<file path="config.mk">
export PLATFORM = sky130hd
export DESIGN_NAME = l2_req_arbiter_flat
export DESIGN_NICKNAME = d
export VERILOG_FILES = /design/src/rtl/l2_pkg.sv /design/src/rtl/l2_req_arbiter_if.sv /design/src/rtl/l2_rr_pick.sv /design/src/rtl/l2_req_arbiter.sv /design/src/flat_wrapper.sv
export SDC_FILE = /design/constraint.sdc
export NUM_CORES = 1
export LEC_CHECK = 0
export ABC_AREA = 1
export CAP_MARGIN = 20
export CORE_AREA = 2 2 335 337
export CTS_BUF_LIST = sky130_fd_sc_hd__clkbuf_8
export DETAILED_ROUTE_END_ITERATION = 10
export DIE_AREA = 0 0 337 339
export SLEW_MARGIN = 20
export SYNTH_ARGS = -nofsm -noshare
export SYNTH_HDL_FRONTEND = slang
export SYNTH_SLANG_ARGS = --single-unit
export TNS_END_PERCENT = 10
</file>
<file path="constraint.sdc">
create_clock -name clk -period 0.95 [get_ports clk]
set_input_delay 0.1425 -clock clk [delete_from_list [all_inputs] [get_ports clk]]
set_output_delay 0.1425 -clock clk [all_outputs]
set_load 0.005 [all_outputs]
</file>
<file path="src/rtl/l2_pkg.sv">
// Shared definitions for the L2 request arbiter slice: bus widths, rw encoding,
// line geometry and the arbiter state type.
package l2_pkg;

  localparam int unsigned L2_REQ_TAG_BITS = 4;
  localparam int unsigned L2_TAG_BITS     = L2_REQ_TAG_BITS + 1;
  localparam int unsigned L2_ADDR_BITS    = 14;
  localparam int unsigned L2_DATA_BITS    = 128;
  localparam int unsigned L2_LINE_BEATS   = 4;

  localparam logic [1:0]  RW_LOAD      = 2'b00;
  localparam int unsigned RW_STORE_BIT = 0;

  typedef enum logic {
    ARB  = 1'b0,
    LOCK = 1'b1
  } l2_state_e;

endpackage

</file>
<file path="src/rtl/l2_req_arbiter_if.sv">
// Bundle of the two requester ports and the L2 port around l2_req_arbiter.
// slave: arbiter side; master: requesters plus L2 model side.
interface l2_req_arbiter_if #(
  parameter int unsigned REQ_TAG_BITS = 4
);
  import l2_pkg::*;

  logic                    r0_req_val;
  logic                    r0_req_rdy;
  logic [1:0]              r0_req_rw;
  logic [L2_ADDR_BITS-1:0] r0_req_addr;
  logic [L2_DATA_BITS-1:0] r0_req_data;
  logic [REQ_TAG_BITS-1:0] r0_req_tag;
  logic                    r0_resp_val;
  logic [L2_DATA_BITS-1:0] r0_resp_data;
  logic [REQ_TAG_BITS-1:0] r0_resp_tag;

  logic                    r1_req_val;
  logic                    r1_req_rdy;
  logic [1:0]              r1_req_rw;
  logic [L2_ADDR_BITS-1:0] r1_req_addr;
  logic [L2_DATA_BITS-1:0] r1_req_data;
  logic [REQ_TAG_BITS-1:0] r1_req_tag;
  logic                    r1_resp_val;
  logic [L2_DATA_BITS-1:0] r1_resp_data;
  logic [REQ_TAG_BITS-1:0] r1_resp_tag;

  logic                    mem_req_val;
  logic                    mem_req_rdy;
  logic [1:0]              mem_req_rw;
  logic [L2_ADDR_BITS-1:0] mem_req_addr;
  logic [L2_DATA_BITS-1:0] mem_req_data;
  logic [REQ_TAG_BITS:0]   mem_req_tag;
  logic                    mem_resp_val;
  logic [L2_DATA_BITS-1:0] mem_resp_data;
  logic [REQ_TAG_BITS:0]   mem_resp_tag;

  modport slave (
    input  r0_req_val, r0_req_rw, r0_req_addr, r0_req_data, r0_req_tag,
    output r0_req_rdy, r0_resp_val, r0_resp_data, r0_resp_tag,
    input  r1_req_val, r1_req_rw, r1_req_addr, r1_req_data, r1_req_tag,
    output r1_req_rdy, r1_resp_val, r1_resp_data, r1_resp_tag,
    output mem_req_val, mem_req_rw, mem_req_addr, mem_req_data, mem_req_tag,
    input  mem_req_rdy, mem_resp_val, mem_resp_data, mem_resp_tag
  );

  modport master (
    output r0_req_val, r0_req_rw, r0_req_addr, r0_req_data, r0_req_tag,
    input  r0_req_rdy, r0_resp_val, r0_resp_data, r0_resp_tag,
    output r1_req_val, r1_req_rw, r1_req_addr, r1_req_data, r1_req_tag,
    input  r1_req_rdy, r1_resp_val, r1_resp_data, r1_resp_tag,
    input  mem_req_val, mem_req_rw, mem_req_addr, mem_req_data, mem_req_tag,
    output mem_req_rdy, mem_resp_val, mem_resp_data, mem_resp_tag
  );

endinterface

</file>
<file path="src/rtl/l2_rr_pick.sv">
// Two-way round-robin picker: a lone valid wins outright, a tie goes to ptr_i.
module l2_rr_pick (
  input  logic [1:0] valid_i,
  input  logic       ptr_i,
  output logic [1:0] grant_o
);

  always_comb begin
    grant_o = '0;
    if (valid_i == 2'b11) grant_o[ptr_i] = 1'b1;
    else                  grant_o = valid_i;
  end

endmodule

</file>
<file path="src/rtl/l2_req_arbiter.sv">
// Two-requester front end onto one L2 port: zero-latency round-robin request mux
// and registered response demux. L2ARB_WB_LOCK_EN adds a 4-beat store burst lock.
module l2_req_arbiter
  import l2_pkg::*;
#(
  parameter int unsigned REQ_TAG_BITS = 4
) (
  input logic              clk,
  input logic              reset,
  l2_req_arbiter_if.slave  bus
);

  logic [1:0]              req_val;
  logic [1:0]              req_store;
  logic [1:0]              elig;
  logic [1:0]              grant;
  logic                    sel;
  logic                    hs;
  logic                    ptr_q, ptr_d;
  logic                    in_lock;
  logic                    owner;
  logic                    lock_exit;
  logic [1:0]              resp_val_q, resp_val_d;
  logic [L2_DATA_BITS-1:0] resp_data_q, resp_data_d;
  logic [REQ_TAG_BITS-1:0] resp_tag_q, resp_tag_d;

  assign req_val   = {bus.r1_req_val, bus.r0_req_val};
  assign req_store = {bus.r1_req_rw[RW_STORE_BIT], bus.r0_req_rw[RW_STORE_BIT]};

  // While locked only the owner's stores compete; its loads wait for the burst end.
  always_comb begin
    elig = '0;
    for (int unsigned n = 0; n < 2; n++) begin
      elig[n] = req_val[n] & (~in_lock | ((owner == n[0]) & req_store[n]));
    end
  end

  l2_rr_pick u_pick (
    .valid_i (elig),
    .ptr_i   (ptr_q),
    .grant_o (grant)
  );

  assign sel = grant[1];
  assign hs  = bus.mem_req_val & bus.mem_req_rdy;

  assign bus.mem_req_val  = (|elig) & ~reset;
  assign bus.r0_req_rdy   = bus.mem_req_rdy & grant[0] & ~reset;
  assign bus.r1_req_rdy   = bus.mem_req_rdy & grant[1] & ~reset;
  assign bus.mem_req_rw   = sel ? bus.r1_req_rw   : bus.r0_req_rw;
  assign bus.mem_req_addr = sel ? bus.r1_req_addr : bus.r0_req_addr;
  assign bus.mem_req_data = sel ? bus.r1_req_data : bus.r0_req_data;
  assign bus.mem_req_tag  = {sel, (sel ? bus.r1_req_tag : bus.r0_req_tag)};

`ifdef L2ARB_WB_LOCK_EN
  l2_state_e  state_q, state_d;
  logic       owner_q, owner_d;
  logic [1:0] beat_q, beat_d;

  assign in_lock   = (state_q == LOCK);
  assign owner     = owner_q;
  assign lock_exit = in_lock & hs & (beat_q == 2'(L2_LINE_BEATS - 1));

  always_ff @(posedge clk) begin
    if (reset) begin
      state_q <= ARB;
      owner_q <= 1'b0;
      beat_q  <= '0;
    end else begin
      state_q <= state_d;
      owner_q <= owner_d;
      beat_q  <= beat_d;
    end
  end

  // The store that opens the burst is beat 0, so the counter leaves ARB at 1.
  always_comb begin
    state_d = state_q;
    owner_d = owner_q;
    beat_d  = beat_q;
    case (state_q)
      ARB: begin
        if (hs && req_store[sel]) begin
          state_d = LOCK;
          owner_d = sel;
          beat_d  = 2'd1;
        end
      end
      LOCK: begin
        if (hs) begin
          beat_d = beat_q + 2'd1;
          if (lock_exit) state_d = ARB;
        end
      end
      default: state_d = ARB;
    endcase
  end
`else
  assign in_lock   = 1'b0;
  assign owner     = 1'b0;
  assign lock_exit = 1'b0;
`endif

  always_comb begin
    ptr_d = ptr_q;
    if (hs) begin
      if (!in_lock)       ptr_d = ~sel;
      else if (lock_exit) ptr_d = ~owner;
    end
  end

  always_comb begin
    resp_val_d  = '0;
    resp_data_d = resp_data_q;
    resp_tag_d  = resp_tag_q;
    if (bus.mem_resp_val) begin
      resp_val_d[bus.mem_resp_tag[REQ_TAG_BITS]] = 1'b1;
      resp_data_d = bus.mem_resp_data;
      resp_tag_d  = bus.mem_resp_tag[REQ_TAG_BITS-1:0];
    end
  end

  always_ff @(posedge clk) begin
    if (reset) begin
      ptr_q       <= 1'b0;
      resp_val_q  <= '0;
      resp_data_q <= '0;
      resp_tag_q  <= '0;
    end else begin
      ptr_q       <= ptr_d;
      resp_val_q  <= resp_val_d;
      resp_data_q <= resp_data_d;
      resp_tag_q  <= resp_tag_d;
    end
  end

  assign bus.r0_resp_val  = resp_val_q[0];
  assign bus.r1_resp_val  = resp_val_q[1];
  assign bus.r0_resp_data = resp_data_q;
  assign bus.r1_resp_data = resp_data_q;
  assign bus.r0_resp_tag  = resp_tag_q;
  assign bus.r1_resp_tag  = resp_tag_q;

endmodule

</file>
<file path="src/flat_wrapper.sv">
// flat-port wrapper written by rule: the top's interface ports become plain ports
module l2_req_arbiter_flat import l2_pkg::*;
#(
  parameter int unsigned REQ_TAG_BITS = 4
)
  (clk, reset, bus_r0_req_val, bus_r0_req_rw, bus_r0_req_addr, bus_r0_req_data, bus_r0_req_tag, bus_r0_req_rdy, bus_r0_resp_val, bus_r0_resp_data, bus_r0_resp_tag, bus_r1_req_val, bus_r1_req_rw, bus_r1_req_addr, bus_r1_req_data, bus_r1_req_tag, bus_r1_req_rdy, bus_r1_resp_val, bus_r1_resp_data, bus_r1_resp_tag, bus_mem_req_val, bus_mem_req_rw, bus_mem_req_addr, bus_mem_req_data, bus_mem_req_tag, bus_mem_req_rdy, bus_mem_resp_val, bus_mem_resp_data, bus_mem_resp_tag);
  l2_req_arbiter_if #(.REQ_TAG_BITS(REQ_TAG_BITS)) bus_i ();
  input logic clk;
  input logic reset;
  input wire logic [$bits(bus_i.r0_req_val)-1:0] bus_r0_req_val;
  input wire logic [$bits(bus_i.r0_req_rw)-1:0] bus_r0_req_rw;
  input wire logic [$bits(bus_i.r0_req_addr)-1:0] bus_r0_req_addr;
  input wire logic [$bits(bus_i.r0_req_data)-1:0] bus_r0_req_data;
  input wire logic [$bits(bus_i.r0_req_tag)-1:0] bus_r0_req_tag;
  output wire logic [$bits(bus_i.r0_req_rdy)-1:0] bus_r0_req_rdy;
  output wire logic [$bits(bus_i.r0_resp_val)-1:0] bus_r0_resp_val;
  output wire logic [$bits(bus_i.r0_resp_data)-1:0] bus_r0_resp_data;
  output wire logic [$bits(bus_i.r0_resp_tag)-1:0] bus_r0_resp_tag;
  input wire logic [$bits(bus_i.r1_req_val)-1:0] bus_r1_req_val;
  input wire logic [$bits(bus_i.r1_req_rw)-1:0] bus_r1_req_rw;
  input wire logic [$bits(bus_i.r1_req_addr)-1:0] bus_r1_req_addr;
  input wire logic [$bits(bus_i.r1_req_data)-1:0] bus_r1_req_data;
  input wire logic [$bits(bus_i.r1_req_tag)-1:0] bus_r1_req_tag;
  output wire logic [$bits(bus_i.r1_req_rdy)-1:0] bus_r1_req_rdy;
  output wire logic [$bits(bus_i.r1_resp_val)-1:0] bus_r1_resp_val;
  output wire logic [$bits(bus_i.r1_resp_data)-1:0] bus_r1_resp_data;
  output wire logic [$bits(bus_i.r1_resp_tag)-1:0] bus_r1_resp_tag;
  output wire logic [$bits(bus_i.mem_req_val)-1:0] bus_mem_req_val;
  output wire logic [$bits(bus_i.mem_req_rw)-1:0] bus_mem_req_rw;
  output wire logic [$bits(bus_i.mem_req_addr)-1:0] bus_mem_req_addr;
  output wire logic [$bits(bus_i.mem_req_data)-1:0] bus_mem_req_data;
  output wire logic [$bits(bus_i.mem_req_tag)-1:0] bus_mem_req_tag;
  input wire logic [$bits(bus_i.mem_req_rdy)-1:0] bus_mem_req_rdy;
  input wire logic [$bits(bus_i.mem_resp_val)-1:0] bus_mem_resp_val;
  input wire logic [$bits(bus_i.mem_resp_data)-1:0] bus_mem_resp_data;
  input wire logic [$bits(bus_i.mem_resp_tag)-1:0] bus_mem_resp_tag;
  assign bus_i.r0_req_val = bus_r0_req_val;
  assign bus_i.r0_req_rw = bus_r0_req_rw;
  assign bus_i.r0_req_addr = bus_r0_req_addr;
  assign bus_i.r0_req_data = bus_r0_req_data;
  assign bus_i.r0_req_tag = bus_r0_req_tag;
  assign bus_r0_req_rdy = bus_i.r0_req_rdy;
  assign bus_r0_resp_val = bus_i.r0_resp_val;
  assign bus_r0_resp_data = bus_i.r0_resp_data;
  assign bus_r0_resp_tag = bus_i.r0_resp_tag;
  assign bus_i.r1_req_val = bus_r1_req_val;
  assign bus_i.r1_req_rw = bus_r1_req_rw;
  assign bus_i.r1_req_addr = bus_r1_req_addr;
  assign bus_i.r1_req_data = bus_r1_req_data;
  assign bus_i.r1_req_tag = bus_r1_req_tag;
  assign bus_r1_req_rdy = bus_i.r1_req_rdy;
  assign bus_r1_resp_val = bus_i.r1_resp_val;
  assign bus_r1_resp_data = bus_i.r1_resp_data;
  assign bus_r1_resp_tag = bus_i.r1_resp_tag;
  assign bus_mem_req_val = bus_i.mem_req_val;
  assign bus_mem_req_rw = bus_i.mem_req_rw;
  assign bus_mem_req_addr = bus_i.mem_req_addr;
  assign bus_mem_req_data = bus_i.mem_req_data;
  assign bus_mem_req_tag = bus_i.mem_req_tag;
  assign bus_i.mem_req_rdy = bus_mem_req_rdy;
  assign bus_i.mem_resp_val = bus_mem_resp_val;
  assign bus_i.mem_resp_data = bus_mem_resp_data;
  assign bus_i.mem_resp_tag = bus_mem_resp_tag;
  l2_req_arbiter #(.REQ_TAG_BITS(REQ_TAG_BITS)) u_core (.clk(clk), .reset(reset), .bus(bus_i));
endmodule
</file>
==> summary.md <==
| Metric | Value |
|---|---|
| Area post-placement | `around 0.018 mm²` |
| Area contributors post-synth | `dfxtp_1, nand2_1, buf_4, nand3_1, a21oi_1` |
| Routed WL | `approximately 78 mm` |
| Crit path max-delay cell type | `dfxtp_2` |
| Max_cap viols | `0` |
| Clock Power Share | `between 20% and 30%` |
| CTS max path bufs | `2` |
| Die height | `339 µm` |
| Initial antenna violation count | `43` |
| Unrepaired setup endpoints after global routing | `true` |
| RePlAce Congestion | `0.931` |
| Sw frac | `approximately 33%` |
| Async SR Flop Fraction | `0%` |
| Multi-input gate area | `0.00410 mm²` |
| Number of synthesized flops with an enable pin | `0` |
| Final nets | `~2500` |
| Fin util | `between 10% and 20%` |
| Row count | `about 120` |
| Peak Freq | `0.480 GHz` |
| Mapped cell area | `~0.0078 mm²` |
| Port Buf Inserts | `approximately 850` |
| CTS sink count | `135` |
| Clk slew on worst S/H paths | `around 0.090 ns` |
| P per Cell Area | `between 1000 and 1500 mW/mm²` |
| Ys Warns | `0` |
| Tot GR Track Use | `12.8%` |
| Die W | `about 340 µm` |
| CP Data Required Time | `approximately 0.81 ns` |
| Post-layout minimum cycle time | `2.08 ns` |
| Hold_ws | `-0.0116 ns` |
| Non-Filler Instances | `around 3600` |
| Cells after Synth | `approximately 1200` |
| Insertion delay to the later sink of the worst-skew pair | `~0.50 ns` |
| Global-route wire length before repair | `just under 100 mm` |
| Final instance area | `about 0.020 mm²` |
| CP Launch Type | `register` |
| H-tree Lvls | `4` |
| Mean post-synth cell area | `roughly 6.4 µm²` |
| Worst slew pin tran | `0.596 ns` |
| Sequential share of the synthesized area | `34.7%` |
| Share of layout cells above drive strength 1 | `between 30% and 40%` |
| Int Pwr | `13.4 mW` |
| Crit Path Max Fanout | `6` |
| Synth top area share | `a little over a third` |
| Seq cells post-synth | `between 100 and 150` |
| Area of the die | `0.114 mm²` |
| Crit share post-route | `219%` |
| Fill cells | `around 12000` |
| Outcome | `finished, violations left` |
| Layout Skew | `0 ns` |
| Net Count, Synth | `1656` |
| Largest vdd supply drop | `between 0.6 and 0.7 mV` |
| ANT nets after route | `0` |
| Tightest Hold Check Type | `in2reg` |
| Initial Utilization | `7.05%` |
| Slew Limit Fails | `0` |
| Vias per inst | `3.23` |
| WS Path Type | `reg2out` |
| Root Buffer | `clkbuf_8` |
| Routed len/inst | `~22 µm` |
| Pin count of the biggest net entering global routing | `45` |
| Reg area | `0.00280 mm²` |
| Gate power share | `41.1%` |
| Sw Pwr | `6.48 mW` |
| CTS buffer count | `17` |
| Core area | `roughly 0.11 mm²` |
| Via count | `~12000` |
| CTS tree | `built` |
| Initial DRC count | `approximately 620` |
| Primary FF master, synth | `dfxtp_1` |
| Reg power frac | `about a third` |
| Layout area overhead | `152%` |
| I/O pins | `approximately 850` |
| CTS Hold Bufs | `2` |
| Total Power | `19.9 mW` |
| Vias in the first global route | `10916` |
| Area leader, netlist | `dfxtp_1` |
| Crit-path max cell delay | `0.34 ns` |
| CP Capture Type | `primary output` |
| Synth cell types | `17` |
| Dpl ws | `-1.28 ns` |
| Cell Count Post-Placement | `approximately 3500` |
| Leak | `around 8.3 nW` |
| First drt pass iteration count | `5` |
| Hold Fails Final Rpt | `1` |
| Drt drc | `0` |
| Final setup violating endpoints | `~420` |
| Worst setup margin | `-1.13 ns` |
| Critical Path AT | `about 1.9 ns` |
| Violated checks | `negative hold slack, negative setup slack` |
| Max-slew headroom | `between 60% and 70%` |
| Accumulated negative setup slack | `-262.01 ns` |
| Critical-path cell list | `inv_4, nand2_8, buf_12, clkbuf_16, buf_12, buf_6, nand3_2, nand2_2, buf_6` |
| Post-DP HPWL | `about 66 mm` |
| GRT Residual Overflow | `0` |
[synth_stat cells, types with 2 or more instances]
| cell | n |
|---|---|
| buf_1 | 4 |
| dfxtp_1 | 135 |
| buf_4 | 136 |
| buf_6 | 7 |
| nand3_1 | 149 |
| a21oi_1 | 133 |
| buf_2 | 57 |
| inv_2 | 2 |
| nor2_1 | 2 |
| nand2_1 | 565 |
| clkbuf_1 | 21 |
| inv_1 | 5 |
[final cells by class]
type	count	share of cell area, %
diodes	7	0.0892
clock buffers	18	1.26
clock inverters	13	0.854
inverters	7	0.172
multi-input cells	855	20.8
flip-flops and latches	135	14.3
well taps	1488	9.48
repair buffers	1043	53.0
[placed cells by master, fill, tap and decap left out, types with 4 or more instances in the layout]
cell	synthesis	final
inv_6	0	6
buf_12	0	57
dfxtp_2	0	37
dlymetal6s2s_1	0	6
buf_8	0	9
buf_16	0	4
dfxtp_4	0	14
a21oi_1	133	132
dfxtp_1	135	84
nand3_2	0	42
clkbuf_2	0	49
clkdlybuf4s15_1	0	5
clkbuf_16	0	7
dlygate4sd2_1	0	4
nand2_2	1	74
buf_2	57	84
nand3_1	149	105
clkdlybuf4s15_2	0	12
nand2_1	565	484
buf_4	136	123
clkdlybuf4s50_1	0	572
diode_2	0	7
buf_6	7	109
nand2_4	1	7
clkbuf_8	0	18
[final timing paths]
kind                                                   from                                        end  slack (ns)  cells after the start
setup / recovery                  u_core.ptr_q$_SDFFE_PP0P_                      bus_mem_req_data[113]       -1.13                      9
hold / removal                                        reset                  u_core.ptr_q$_SDFFE_PP0P_       -0.01                      4
setup reg to reg   u_core.bus.r0_resp_data[95]$_SDFFE_PP0P_   u_core.bus.r0_resp_data[95]$_SDFFE_PP0P_        0.17                      3
hold reg to reg   u_core.bus.r0_resp_data[111]$_SDFFE_PP0P_  u_core.bus.r0_resp_data[111]$_SDFFE_PP0P_        0.48                      2
[layer usage]
| metal | track usage [%] | part of all wire, % | vias up |
|---|---|---|---|
| met3 | 3.16 | 8.1 | 93 |
| met1 | 16.6 | 44 | 5333 |
| li1 | - | - | 5454 |
| met4 | 2.51 | 1.7 | 8 |
| met2 | 21.3 | 46 | 613 |
| met5 | 0 | 0.064 | - |
[state kept, by name, indices dropped and copies added, names as in the netlist]
register	cells
u_core.bus.r0_resp_data	128
u_core.bus.r0_resp_tag	4
u_core.ptr_q	1
u_core.resp_val_q	2
[critical path, delay by kind of cell, from the launching register on]
| family | cells | cell delay [ns] |
|---|---|---|
| buf+inv | 6 | 0.79 |
| flops | 1 | 0.34 |
| simple gates | 3 | 0.25 |
[kinds of logic after synthesis]
kind of cell / count (synthesis) / share of synthesized area, %
AOI/OAI and AO/OA: 133 / 8.55
buffers and inverters: 232 / 19.3
DFF: 135 / 34.7
and+or+nand+nor: 721 / 37.4
[timing repair]
action,in CTS,in global routing
hold endpoints to repair,4,1
pin swaps,7,37
endpoints found under the setup margin,418,422
resized for setup,389,674
gates cloned,3,9
buffers inserted,8,33
[power groups by stage]
stage	clock, mW	sequential, mW	combinational, mW
finish	5.48	6.25	8.18
global route	5.99	6.28	8.77
CTS	5.83	6.23	7.79
detailed placement	0	6.35	7.78
global placement	0	6.35	7.81
floorplan	0	6.34	2.16
Note: power is estimated with default switching activity, not from simulation.
